<file path="src/rtl/rb_toi2s_regbank.sv">
// rb_toi2s_regbank: shadowed config register bank for the toi2s path.
// Config words are written into shadow registers over a valid/ready bus.
// A commit copies all of them to the active outputs in one cycle. A commit is
// either a software COMMIT or an I2S frame strobe while AUTO_COMMIT is set.
// Also holds a read-only live status word and a sticky W1C flag word.
// Optional macro TOI2S_RB_LOCK_EN adds a set-only LOCK bit (ctrl bit2).
module rb_toi2s_regbank #(
  parameter int NUM_REGS = 4,
  parameter int DATA_W   = 8,
  parameter int ADDR_W   = 3,
  parameter logic [NUM_REGS*DATA_W-1:0] RST_VAL = {NUM_REGS*DATA_W{1'b0}}
) (
  input  logic                       clk,
  input  logic                       rst_n,
  input  logic                       req_valid,
  output logic                       req_ready,
  input  logic                       req_write,
  input  logic [ADDR_W-1:0]          req_addr,
  input  logic [DATA_W-1:0]          req_wdata,
  output logic                       rsp_valid,
  input  logic                       rsp_ready,
  output logic [DATA_W-1:0]          rsp_rdata,
  output logic                       rsp_err,
  input  logic                       frame_strobe_i,
  input  logic [DATA_W-1:0]          status_i,
  input  logic [DATA_W-1:0]          flag_i,
  output logic [NUM_REGS*DATA_W-1:0] cfg_o,
  output logic                       pending_o
);

  localparam logic [ADDR_W-1:0] A_STAT = ADDR_W'(NUM_REGS);
  localparam logic [ADDR_W-1:0] A_FLAG = ADDR_W'(NUM_REGS + 1);
  localparam logic [ADDR_W-1:0] A_CTRL = ADDR_W'(NUM_REGS + 2);

  typedef logic [NUM_REGS-1:0][DATA_W-1:0] bank_t;

  typedef struct packed {
    logic              vld;
    logic [DATA_W-1:0] rdata;
    logic              err;
  } rsp_t;

  bank_t             shadow, active;
  rsp_t              rsp_q, rsp_d;
  logic [DATA_W-1:0] sticky, w1c;
  logic              pending;
  logic              auto_q, auto_we;
  logic              lock_q;
  logic              acc, cfg_we, ctrl_we, commit;

  assign req_ready = !rsp_q.vld;
  assign acc       = req_valid && req_ready;
  assign rsp_valid = rsp_q.vld;
  assign rsp_rdata = rsp_q.rdata;
  assign rsp_err   = rsp_q.err;
  assign cfg_o     = active;
  assign pending_o = pending;
  // The frame strobe looks at the AUTO_COMMIT value from before this cycle's write.
  assign commit    = (ctrl_we && req_wdata[0]) || (frame_strobe_i && auto_q);

  // Decode the accepted request into write enables and the response it produces
  always_comb begin
    rsp_d   = '0;
    cfg_we  = 1'b0;
    ctrl_we = 1'b0;
    auto_we = 1'b0;
    w1c     = '0;
    if (acc) begin
      rsp_d.vld = 1'b1;
      if (req_addr < A_STAT) begin
        if (req_write) begin
          if (lock_q) rsp_d.err = 1'b1;
          else        cfg_we    = 1'b1;
        end else begin
          for (int i = 0; i < NUM_REGS; i++)
            if (req_addr == ADDR_W'(i)) rsp_d.rdata = shadow[i];
        end
      end else if (req_addr == A_STAT) begin
        if (req_write) rsp_d.err   = 1'b1;
        else           rsp_d.rdata = status_i;
      end else if (req_addr == A_FLAG) begin
        if (req_write) w1c         = req_wdata;
        else           rsp_d.rdata = sticky;
      end else if (req_addr == A_CTRL) begin
        if (req_write) begin
          ctrl_we = 1'b1;
          // Locked: AUTO_COMMIT is frozen, but COMMIT in the same write still fires.
          if (lock_q && (req_wdata[1] != auto_q)) rsp_d.err = 1'b1;
          else                                    auto_we   = 1'b1;
        end else begin
          rsp_d.rdata[1] = auto_q;
          rsp_d.rdata[2] = lock_q;
        end
      end else begin
        rsp_d.err = 1'b1;
      end
    end
  end

  // Response register: loads on accept, holds until consumed
  always_ff @(posedge clk) begin
    if (!rst_n)                        rsp_q <= '0;
    else if (acc)                      rsp_q <= rsp_d;
    else if (rsp_q.vld && rsp_ready)   rsp_q <= '0;
  end

  // Shadow/active bank. A commit always takes the pre-write shadow.
  always_ff @(posedge clk) begin
    if (!rst_n) begin
      shadow  <= bank_t'(RST_VAL);
      active  <= bank_t'(RST_VAL);
      pending <= 1'b0;
    end else begin
      if (commit) active <= shadow;
      for (int i = 0; i < NUM_REGS; i++)
        if (cfg_we && req_addr == ADDR_W'(i)) shadow[i] <= req_wdata;
      if (cfg_we)      pending <= 1'b1;
      else if (commit) pending <= 1'b0;
    end
  end

  // Sticky flags: new set pulses win over a W1C in the same cycle
  always_ff @(posedge clk) begin
    if (!rst_n) sticky <= '0;
    else        sticky <= (sticky & ~w1c) | flag_i;
  end

  // AUTO_COMMIT control bit
  always_ff @(posedge clk) begin
    if (!rst_n)       auto_q <= 1'b0;
    else if (auto_we) auto_q <= req_wdata[1];
  end

`ifdef TOI2S_RB_LOCK_EN
  // LOCK is set-only. Only reset clears it.
  always_ff @(posedge clk) begin
    if (!rst_n)                       lock_q <= 1'b0;
    else if (ctrl_we && req_wdata[2]) lock_q <= 1'b1;
  end
`else
  assign lock_q = 1'b0;
`endif

endmodule

</file>
<file path="config.mk">
export PLATFORM = sky130hd
export DESIGN_NAME = rb_toi2s_regbank
export DESIGN_NICKNAME = d
export VERILOG_FILES = /design/src/rtl/rb_toi2s_regbank.sv
export SDC_FILE = /design/constraint.sdc
export NUM_CORES = 1
export LEC_CHECK = 0
export BUFFER_PORTS_ARGS = -buffer_cell sky130_fd_sc_hd__buf_2
export CAP_MARGIN = 20
export CORE_UTILIZATION = 49
export DETAILED_ROUTE_END_ITERATION = 12
export GPL_TIMING_DRIVEN = 0
export PLACE_DENSITY = 0.78
export SLEW_MARGIN = 25
export SYNTH_ARGS = -nofsm -noshare
export SYNTH_HDL_FRONTEND = slang
export SYNTH_SLANG_ARGS = --single-unit
</file>
<file path="constraint.sdc">
create_clock -name clk -period 1.4 [get_ports clk]
set_input_delay 0.28 -clock clk [delete_from_list [all_inputs] [get_ports clk]]
set_output_delay 0.28 -clock clk [all_outputs]
set_load 0.02 [all_outputs]
</file>
==> results of run 1 <==
layer usage:
metal,track usage (%),up-vias,part of all wire (%),wire length [µm]
met5,0,-,0,0
met4,12.4,0,3.1,350
met3,6.31,34,8.0,916
met2,46.6,193,48,5520
met1,34.4,1706,41,4680
li1,-,1652,-,-
cell usage in the layout (no fill, tap or decap), types with 4 or more instances in the layout:
master,count
clkbuf_16,4
nand3_2,4
o21a_1,8
clkbuf_1,13
a21boi_0,18
dfxtp_1,83
a21boi_1,13
o21ai_0,34
a31oi_1,8
mux2i_1,40
buf_4,5
buf_2,78
inv_1,16
buf_12,4
nand3_1,34
buf_6,6
nand2_1,67
o221ai_2,7
clkbuf_8,10
mux4_1,6
registers in the layout, indices dropped and copies added (netlist names):
signal	cells
cfg_o	32
shadow	32
rsp_rdata	8
sticky	8
auto_q	1
pending_o	1
rsp_err	1
rsp_valid	1
how the worst min path moves through the flow:
stage,slack [ns],start,end,cells past startpoint
after floorplan,0.37,rsp_ready,rsp_valid,1
after global placement,0.44,cfg_o[17],cfg_o[17],2
after detailed placement,0.45,cfg_o[22],cfg_o[22],2
after CTS,0.11,flag_i[2],sticky[2],2
after global routing,0.12,flag_i[2],sticky[2],2
final,0.12,flag_i[2],sticky[2],2
kinds of logic (layout without fill, tap and decap cells):
family                 count (synthesis)  after routing  synth area share (%)
AO/OA/AOI/OAI                         98             98                  17.5
AND/OR/NAND/NOR                      128            128                  15.7
multiplexers                          50             51                  15.9
flip-flops                            84             84                  43.9
buffers and inverters                 54            150                  6.99
cell type report:
class | count | area, µm² | share of cell area (%)
clock inverters | 6 | 95.1 | 1.91
repair buffers | 84 | 548 | 11.0
plain buffers | 34 | 254 | 5.11
inverters | 16 | 60.1 | 1.21
multi-input cells | 277 | 2070 | 41.6
well taps | 99 | 124 | 2.49
clock buffers | 10 | 138 | 2.77
flip-flops and latches | 84 | 1680 | 33.9
per-stage QoR:
step,total power [mW],utilization [%],worst slack (ns)
2_1_floorplan,2.77,-,-0.114
3_3_place_gp,2.93,58.7,-0.367
3_5_place_dp,2.94,58.7,-0.385
4_1_cts,4.95,63.3,-0.0814
5_1_grt,5.15,67.1,-0.118
6_report,5.02,67.1,-0.0433
power breakdown:
part	internal [mW]	total, mW	switching, mW
sequential	2.42	2.45	0.0252
combinational	0.217	0.543	0.326
clock	1.07	2.03	0.956
total	3.71	5.02	1.31
worst max-delay path: cells and delay by family, from the launching register on:
| family | cells | cell delay, ns |
|---|---|---|
| AOI/OAI and AO/OA | 1 | 0.15 |
| and+or+nand+nor | 2 | 0.38 |
| DFF | 1 | 0.35 |
| buffers and inverters | 3 | 0.50 |
timing repair:
action | 4_1_cts | 5_1_grt
setup endpoints to repair | 71 | 69
gates cloned | 0 | 5
gates resized for setup | 22 | 47
buffers inserted | 5 | 3
pin swaps | 5 | 11
==> flow_metrics.tcl, run 1 <==
set metrics [dict create \
    status "finished, violations left" \
    violations "setup timing" \
    power-per-cell-area_nw_per_um2 1010 \
    slew_headroom_pct 51.1 \
    grt_pass1_wl_um 17500 \
    syn_nets 447 \
    cts_hold_buf 0 \
    r2r_end "shadow[24]" \
    clk_path_buf_depth 2 \
    nets 539 \
    synth-seq-cells 84 \
    grt_pass1_vias 3432 \
    yosysSeqAreaShare_pct 43.9 \
    cts_tree "yes" \
    clk_pin_slew_ns 0.09 \
    crit_path_start "rsp_valid" \
    yosysMostFrequentCell "dfxtp_1" \
    ioPinCount 77 \
    port_buffers 72 \
    cts_num_sinks 84 \
    synthFlopType "dfxtp_1" \
    grtUsageTotal_pct 27.9 \
    cp-start-kind "flip-flop" \
    async_flop_share_pct 0 \
    dieArea_um2 8180 \
    syn_area_um2 3830 \
    hold_path_class "input port to flip-flop" \
    wire_per_inst_um 18.8 \
    synth_top_area_share_pct 43.9 \
    fin_ws_ns -0.0433 \
    crit_required_ns 1.70 \
    hold_ws_ns 0.117 \
    hold_violations 0 \
    vias_per_cell 5.88 \
    path_cells "buf_6, nor4bb_2, buf_4, buf_6, nand3_2, a21boi_1" \
    netlist_top_cells_count "84 x dfxtp_1, 67 x nand2_1, 43 x mux2i_1" \
    finalNonFillerCells 610 \
    overflow 0 \
    n_fill_cell 576 \
    drc_errors 0 \
    layout_min_cycle_time_ns 1.44 \
    r2r_setup_slack_ns -0.04 \
    worstRegToRegCells 6 \
    postRouteAntennaNets 0 \
    die_w_um 90.4 \
    drive_above_1_share_pct 30.3 \
    synth_area_per_cell_um2 9.26 \
    initial_utilization_pct 51.7 \
    vias 3585 \
    grt_setup_unrepaired "yes" \
    yosys.cell_types.count 38 \
    dr.pass1.iters 7 \
    worstSetupEndpoint "shadow[24]" \
    htreeDepth 3 \
    placed_cells 585 \
    peakVddDrop_mv 0.672 \
    worstReg2RegStart "rsp_valid" \
    final_area_um2 4970 \
    fin_setup_tns_ns -0.488 \
    period_share_pct 103 \
    area_delta_synth_final_pct 29.7 \
    yosysWarnings 0 \
    crit_top_cell "buf_6" \
    grt_max_degree 16 \
    end_kind "flip-flop" \
    critPathMaxFanout 8 \
    place_congestion 0.919 \
    critical-path-slowest-cell "dfxtp_2" \
    yosys.area.top_type "dfxtp_1" \
    synth_edf_count 0 \
    core_um2 7410 \
    tightest_slew_ns 0.733 \
    dpl.hpwl_um 7850 \
    fin_skew_ns 0.00744 \
    num_rows 31 \
    drt_iter0_drc 356 \
    leakage_nw 2.14 \
    die_h_um 90.4 \
    cts_made_buffers 9 \
    antenna_found_initial 0 \
    synthCells 414 \
    fmax_mhz 693 \
    drv_cap 0 \
    slew_violations 0 \
    cts-root-buf "clkbuf_8" \
    placedInstanceArea_um2 4350 \
    synthTopCellsByArea "dfxtp_1 44%, mux2i_1 11%, nand2_1 6.6%" \
    arrival_ns 1.74 \
    wl_um 11500 \
    insertion_delay_ns 0.37 \
    num_antenna_cells 0 \
    critPathMaxStageDelay_ns 0.35 \
    crit_type "flip-flop to flip-flop" \
    setup_viol 33 \
]
Note: power is estimated with default switching activity, not from simulation.
==> run 2: changes to the inputs <==
==> constraint.sdc (replaced) <==
create_clock -name clk -period 1.15 [get_ports clk]
set_input_delay 0.23 -clock clk [delete_from_list [all_inputs] [get_ports clk]]
set_output_delay 0.23 -clock clk [all_outputs]
set_load 0.02 [all_outputs]
==> flow_metrics.tcl, run 2 (synthesized netlist as in run 1, its figures left out) <==
set metrics [dict create \
    layout_min_cycle_time_ns 1.47 \
    dr.pass1.iters 6 \
    core_um2 7410 \
    layout_common_cells "83 x dfxtp_1, 74 x buf_2, 67 x nand2_1" \
    die_h_um 90.4 \
    grt_setup_unrepaired "yes" \
    r2r_end "shadow[25]" \
    overflow 0 \
    hold_violations 0 \
    arrival_ns 1.74 \
    port_buffers 72 \
    vias 3685 \
    grtUsageTotal_pct 30.7 \
    initial_utilization_pct 51.7 \
    crit_buf_inv 3 \
    cp-start-kind "flip-flop" \
    fin_ws_ns -0.322 \
    cts-root-buf "clkbuf_8" \
    mostFrequentLayoutCell "dfxtp_1" \
    grt_pass1_vias 3672 \
    min_path_cells 2 \
    cts_made_buffers 9 \
    postRouteAntennaNets 0 \
    clk_path_buf_depth 2 \
    tightest_slew_ns 0.587 \
    area_delta_synth_final_pct 33.0 \
    crit_family "buffers and inverters" \
    crit_type "flip-flop to flip-flop" \
    worstRegToRegCells 6 \
    drc_errors 0 \
    clk_pin_slew_ns 0.09 \
    worst_hold_startpoint "flag_i[2]" \
    power-per-cell-area_nw_per_um2 1160 \
    critical-path-slowest-cell "dfxtp_2" \
    antenna_found_initial 0 \
    finalNonFillerCells 621 \
    critPathMaxStageDelay_ns 0.33 \
    place_congestion 0.922 \
    num_rows 31 \
    grt_pass1_wl_um 19300 \
    setup_viol 79 \
    drt_iter0_drc 422 \
    status "finished, violations left" \
    drive_above_1_share_pct 34.3 \
    cts_num_sinks 84 \
    r2r_setup_slack_ns -0.32 \
    slew_headroom_pct 60.7 \
    slew_violations 0 \
    period_share_pct 128 \
    dieArea_um2 8180 \
    placed_cells 585 \
    fin_skew_ns 0.0105 \
    wl_um 12200 \
    path_depth 6 \
    grt_max_degree 14 \
    cts_tree "yes" \
    htreeDepth 3 \
    fmax_mhz 679 \
    hold_ws_ns 0.0757 \
    num_antenna_cells 0 \
    worstReg2RegStart "rsp_valid" \
    nets 550 \
    crit_required_ns 1.42 \
    violations "setup timing" \
    wire_per_inst_um 19.7 \
    path_cells "buf_6, nor4bb_2, buf_4, buf_12, nand3_1, a21boi_1" \
    critPathMaxFanout 7 \
    vias_per_cell 5.93 \
    peakVddDrop_mv 0.670 \
    die_w_um 90.4 \
    dpl.hpwl_um 7960 \
    ioPinCount 77 \
    leakage_nw 2.22 \
    hold_end "sticky[2]" \
    hold_path_class "input port to flip-flop" \
    drv_cap 0 \
    end_kind "flip-flop" \
    insertion_delay_ns 0.36 \
]
## run 2: timing repair
action	4_1_cts	5_1_grt
hold buffers	0	0
buffers inserted	16	6
setup endpoints to repair	85	86
pin swaps	10	15
cloned	6	1
resized for setup	103	28
## run 2: layout make-up
class | count | area, µm²
multi-input combinational | 277 | 2120
inverter | 16 | 60.1
clock inverter | 4 | 47.5
timing repair buffer | 96 | 659
tap | 99 | 124
fill | 556 | 2310
buffer | 33 | 249
sequential | 84 | 1680
clock buffer | 12 | 155
## run 2: metrics by stage
stage          TNS (ns)  setup slack (ns)  cell area, µm²  util, %  power [mW]
2_1_floorplan    -14.94            -0.364            3880        -        3.38
3_3_place_gp     -32.17            -0.495            4360     58.9        3.58
3_5_place_dp     -34.76            -0.560            4360     58.9        3.59
4_1_cts          -12.31            -0.285            5050     68.2        5.87
5_1_grt          -17.88            -0.347            5100     68.8        6.12
6_report         -14.20            -0.322            5100     68.8        5.92
## run 2: worst max path at each step
stage / from / end / slack, ns
3_5_place_dp: rst_n / cfg_o[22] / -0.56
4_1_cts: rsp_valid / rsp_rdata[0] / -0.28
5_1_grt: rsp_valid / shadow[25] / -0.35
2_1_floorplan: rsp_valid / rsp_rdata[0] / -0.36
6_report: rsp_valid / shadow[25] / -0.32
3_3_place_gp: rst_n / cfg_o[22] / -0.49
## run 2: worst register-to-register path: stages, from the launching register on
cell      delay [ns]
dfxtp_2         0.33
buf_6           0.13
nor4bb_2        0.27
buf_4           0.20
buf_12          0.13
nand3_1         0.10
a21boi_1        0.23
## run 2: per-layer routing
layer / up-vias / share of wire, % / GRT usage, %
li1: 1676 / - / -
met1: 1743 / 41 / 38.1
met2: 210 / 46 / 48.8
met3: 56 / 9.1 / 7.66
met4: 0 / 4.5 / 17.2
met5: - / 0 / 0
## run 2: power breakdown
group          switching (mW)  leakage (nW)  internal (mW)
registers              0.0322         0.680           2.95
logic                   0.438          1.43          0.319
clock network            1.07         0.102           1.12
total                    1.54          2.22           4.38
==> run 3: changes to the inputs <==
--- a/config.mk
+++ b/config.mk
@@ -7,10 +7,12 @@
 export LEC_CHECK = 0
 export BUFFER_PORTS_ARGS = -buffer_cell sky130_fd_sc_hd__buf_2
 export CAP_MARGIN = 20
-export CORE_UTILIZATION = 49
+export CORE_MARGIN = 2
+export CORE_UTILIZATION = 59
 export DETAILED_ROUTE_END_ITERATION = 12
 export GPL_TIMING_DRIVEN = 0
-export PLACE_DENSITY = 0.78
+export PLACE_DENSITY = 0.88
+export SETUP_SLACK_MARGIN = 0.4
 export SLEW_MARGIN = 25
 export SYNTH_ARGS = -nofsm -noshare
 export SYNTH_HDL_FRONTEND = slang
==> constraint.sdc (replaced) <==
create_clock -name clk -period 1.9 [get_ports clk]
set_input_delay 0.38 -clock clk [delete_from_list [all_inputs] [get_ports clk]]
set_output_delay 0.38 -clock clk [all_outputs]
set_load 0.02 [all_outputs]
==> flow_metrics.tcl, run 3 (synthesized netlist as in run 1, its figures left out) <==
set metrics [dict create \
    end_kind "flip-flop" \
    status "complete, no violations" \
    leakage_nw 2.09 \
    fmax_mhz 639 \
    grt_setup_unrepaired "yes" \
    multi_input_area_um2 1970 \
    seqCellArea_um2 1690 \
    vias 3694 \
    clk_path_buf_depth 2 \
    drive_above_1_share_pct 27.4 \
    hold_path_class "input port to flip-flop" \
    slew_headroom_pct 64.4 \
    grt_max_degree 14 \
    area_delta_synth_final_pct 23.2 \
    wl_um 11800 \
    die_w_um 84.6 \
    peakVddDrop_mv 0.501 \
    crit_required_ns 2.18 \
    drc_errors 0 \
    die_h_um 84.6 \
    cts_tree "yes" \
    antenna_found_initial 0 \
    nets 537 \
    core_um2 6310 \
    dpl.hpwl_um 8070 \
    arrival_ns 1.85 \
    layout_min_cycle_time_ns 1.57 \
    overflow 0 \
    crit_type "flip-flop to flip-flop" \
    num_rows 29 \
    grt_pass1_wl_um 18400 \
    postRouteAntennaNets 0 \
    drt_iter0_drc 339 \
    dp_slack_ns 0.0424 \
    place_congestion 0.989 \
    n_fill_cell 462 \
    layout_common_cells "83 x dfxtp_1, 77 x buf_2, 67 x nand2_1" \
    clk_pin_slew_ns 0.09 \
    drv_cap 0 \
    cts-root-buf "clkbuf_8" \
    cp-start-kind "flip-flop" \
    ioPinCount 77 \
    tightest_slew_ns 0.533 \
    port_buffers 72 \
    htreeDepth 3 \
    insertion_delay_ns 0.36 \
    vias_per_cell 6.31 \
    grtUsageTotal_pct 33.2 \
    num_antenna_cells 0 \
    fin_ws_ns 0.335 \
    dr.pass1.iters 5 \
    critPathMaxFanout 8 \
    setup_viol 0 \
    cts_num_sinks 84 \
    mostFrequentLayoutCell "dfxtp_1" \
    hold_violations 0 \
    fin_skew_ns 0.00816 \
    wire_per_inst_um 20.1 \
    power-per-cell-area_nw_per_um2 754 \
    grt_pass1_vias 3679 \
    dieArea_um2 7160 \
    slew_violations 0 \
    period_share_pct 82.4 \
    fin_setup_tns_ns 0 \
    initial_utilization_pct 60.7 \
    cts_made_buffers 9 \
]
run 3: changes by cell type in the layout (fill, tap and decap cells not counted), moves of 4 or more:
cell / before / now
buf_6: 15 / 7
clkbuf_8: 15 / 10
buf_4: 12 / 8
o21ai_2: 12 / 0
a21boi_1: 31 / 8
o21ai_0: 16 / 30
a21boi_0: 0 / 26
run 3: cell type report:
cell class                      instances  area share (%)
Tap cell                               77            2.04
Buffer                                 38            5.64
Sequential cell                        84            35.7
Inverter                               16            1.27
Clock inverter                          3           0.927
Clock buffer                           12            3.52
Multi-Input combinational cell        276            41.7
Timing Repair Buffer                   79            9.25
run 3: worst paths after layout:
check,to,from,slack [ns],cells past startpoint
min,rsp_valid,rsp_ready,0.23,2
max,rsp_rdata[0],rsp_valid,0.33,6
max reg2reg,rsp_rdata[0],rsp_valid,0.33,6
min reg2reg,cfg_o[1],cfg_o[1],0.46,2
run 3: layer usage:
| metal | part of all wire, % | GRT usage (%) | up-vias |
|---|---|---|---|
| met2 | 49 | 55.1 | 267 |
| met5 | 0 | 0 | - |
| met4 | 3.5 | 16.3 | 0 |
| met3 | 9.9 | 7.77 | 49 |
| li1 | - | - | 1642 |
| met1 | 38 | 40.4 | 1736 |
run 3: what timing repair did:
item                       in CTS  in global routing
hold buffers                    0                  0
setup buffers                   6                  0
gates cloned                    0                  1
setup endpoints to repair      68                 72
resized for setup              12                 27
pin swaps                       3                  0
run 3: report_power, final:
part / switching [mW] / leakage [nW] / total [mW] / internal (mW)
logic: 0.235 / 1.30 / 0.381 / 0.146
clock network: 0.657 / 0.108 / 1.37 / 0.718
registers: 0.0190 / 0.681 / 1.80 / 1.78
total: 0.911 / 2.09 / 3.56 / 2.65
run 3: worst max-delay path, stage by stage (launching register included):
cell and delay (ns):
dfxtp_4 0.36, buf_6 0.14, or2_4 0.23, buf_6 0.12, or3_4 0.33, buf_8 0.15
o221ai_2 0.16
run 3: stage by stage:
| stage | total power, mW | hold slack [ns] | area, µm² | utilization, % | std cells |
|---|---|---|---|---|---|
| global route | 3.63 | 0.233 | 4720 | 74.8 | 585 |
| CTS | 3.52 | 0.208 | 4650 | 73.7 | 584 |
| global placement | 2.16 | 0.442 | 4360 | 69.1 | 563 |
| finish | 3.56 | 0.225 | 4720 | 74.8 | 585 |
| floorplan | 2.04 | 0.439 | 3900 | - | 414 |
| detailed placement | 2.17 | 0.455 | 4360 | 69.1 | 563 |
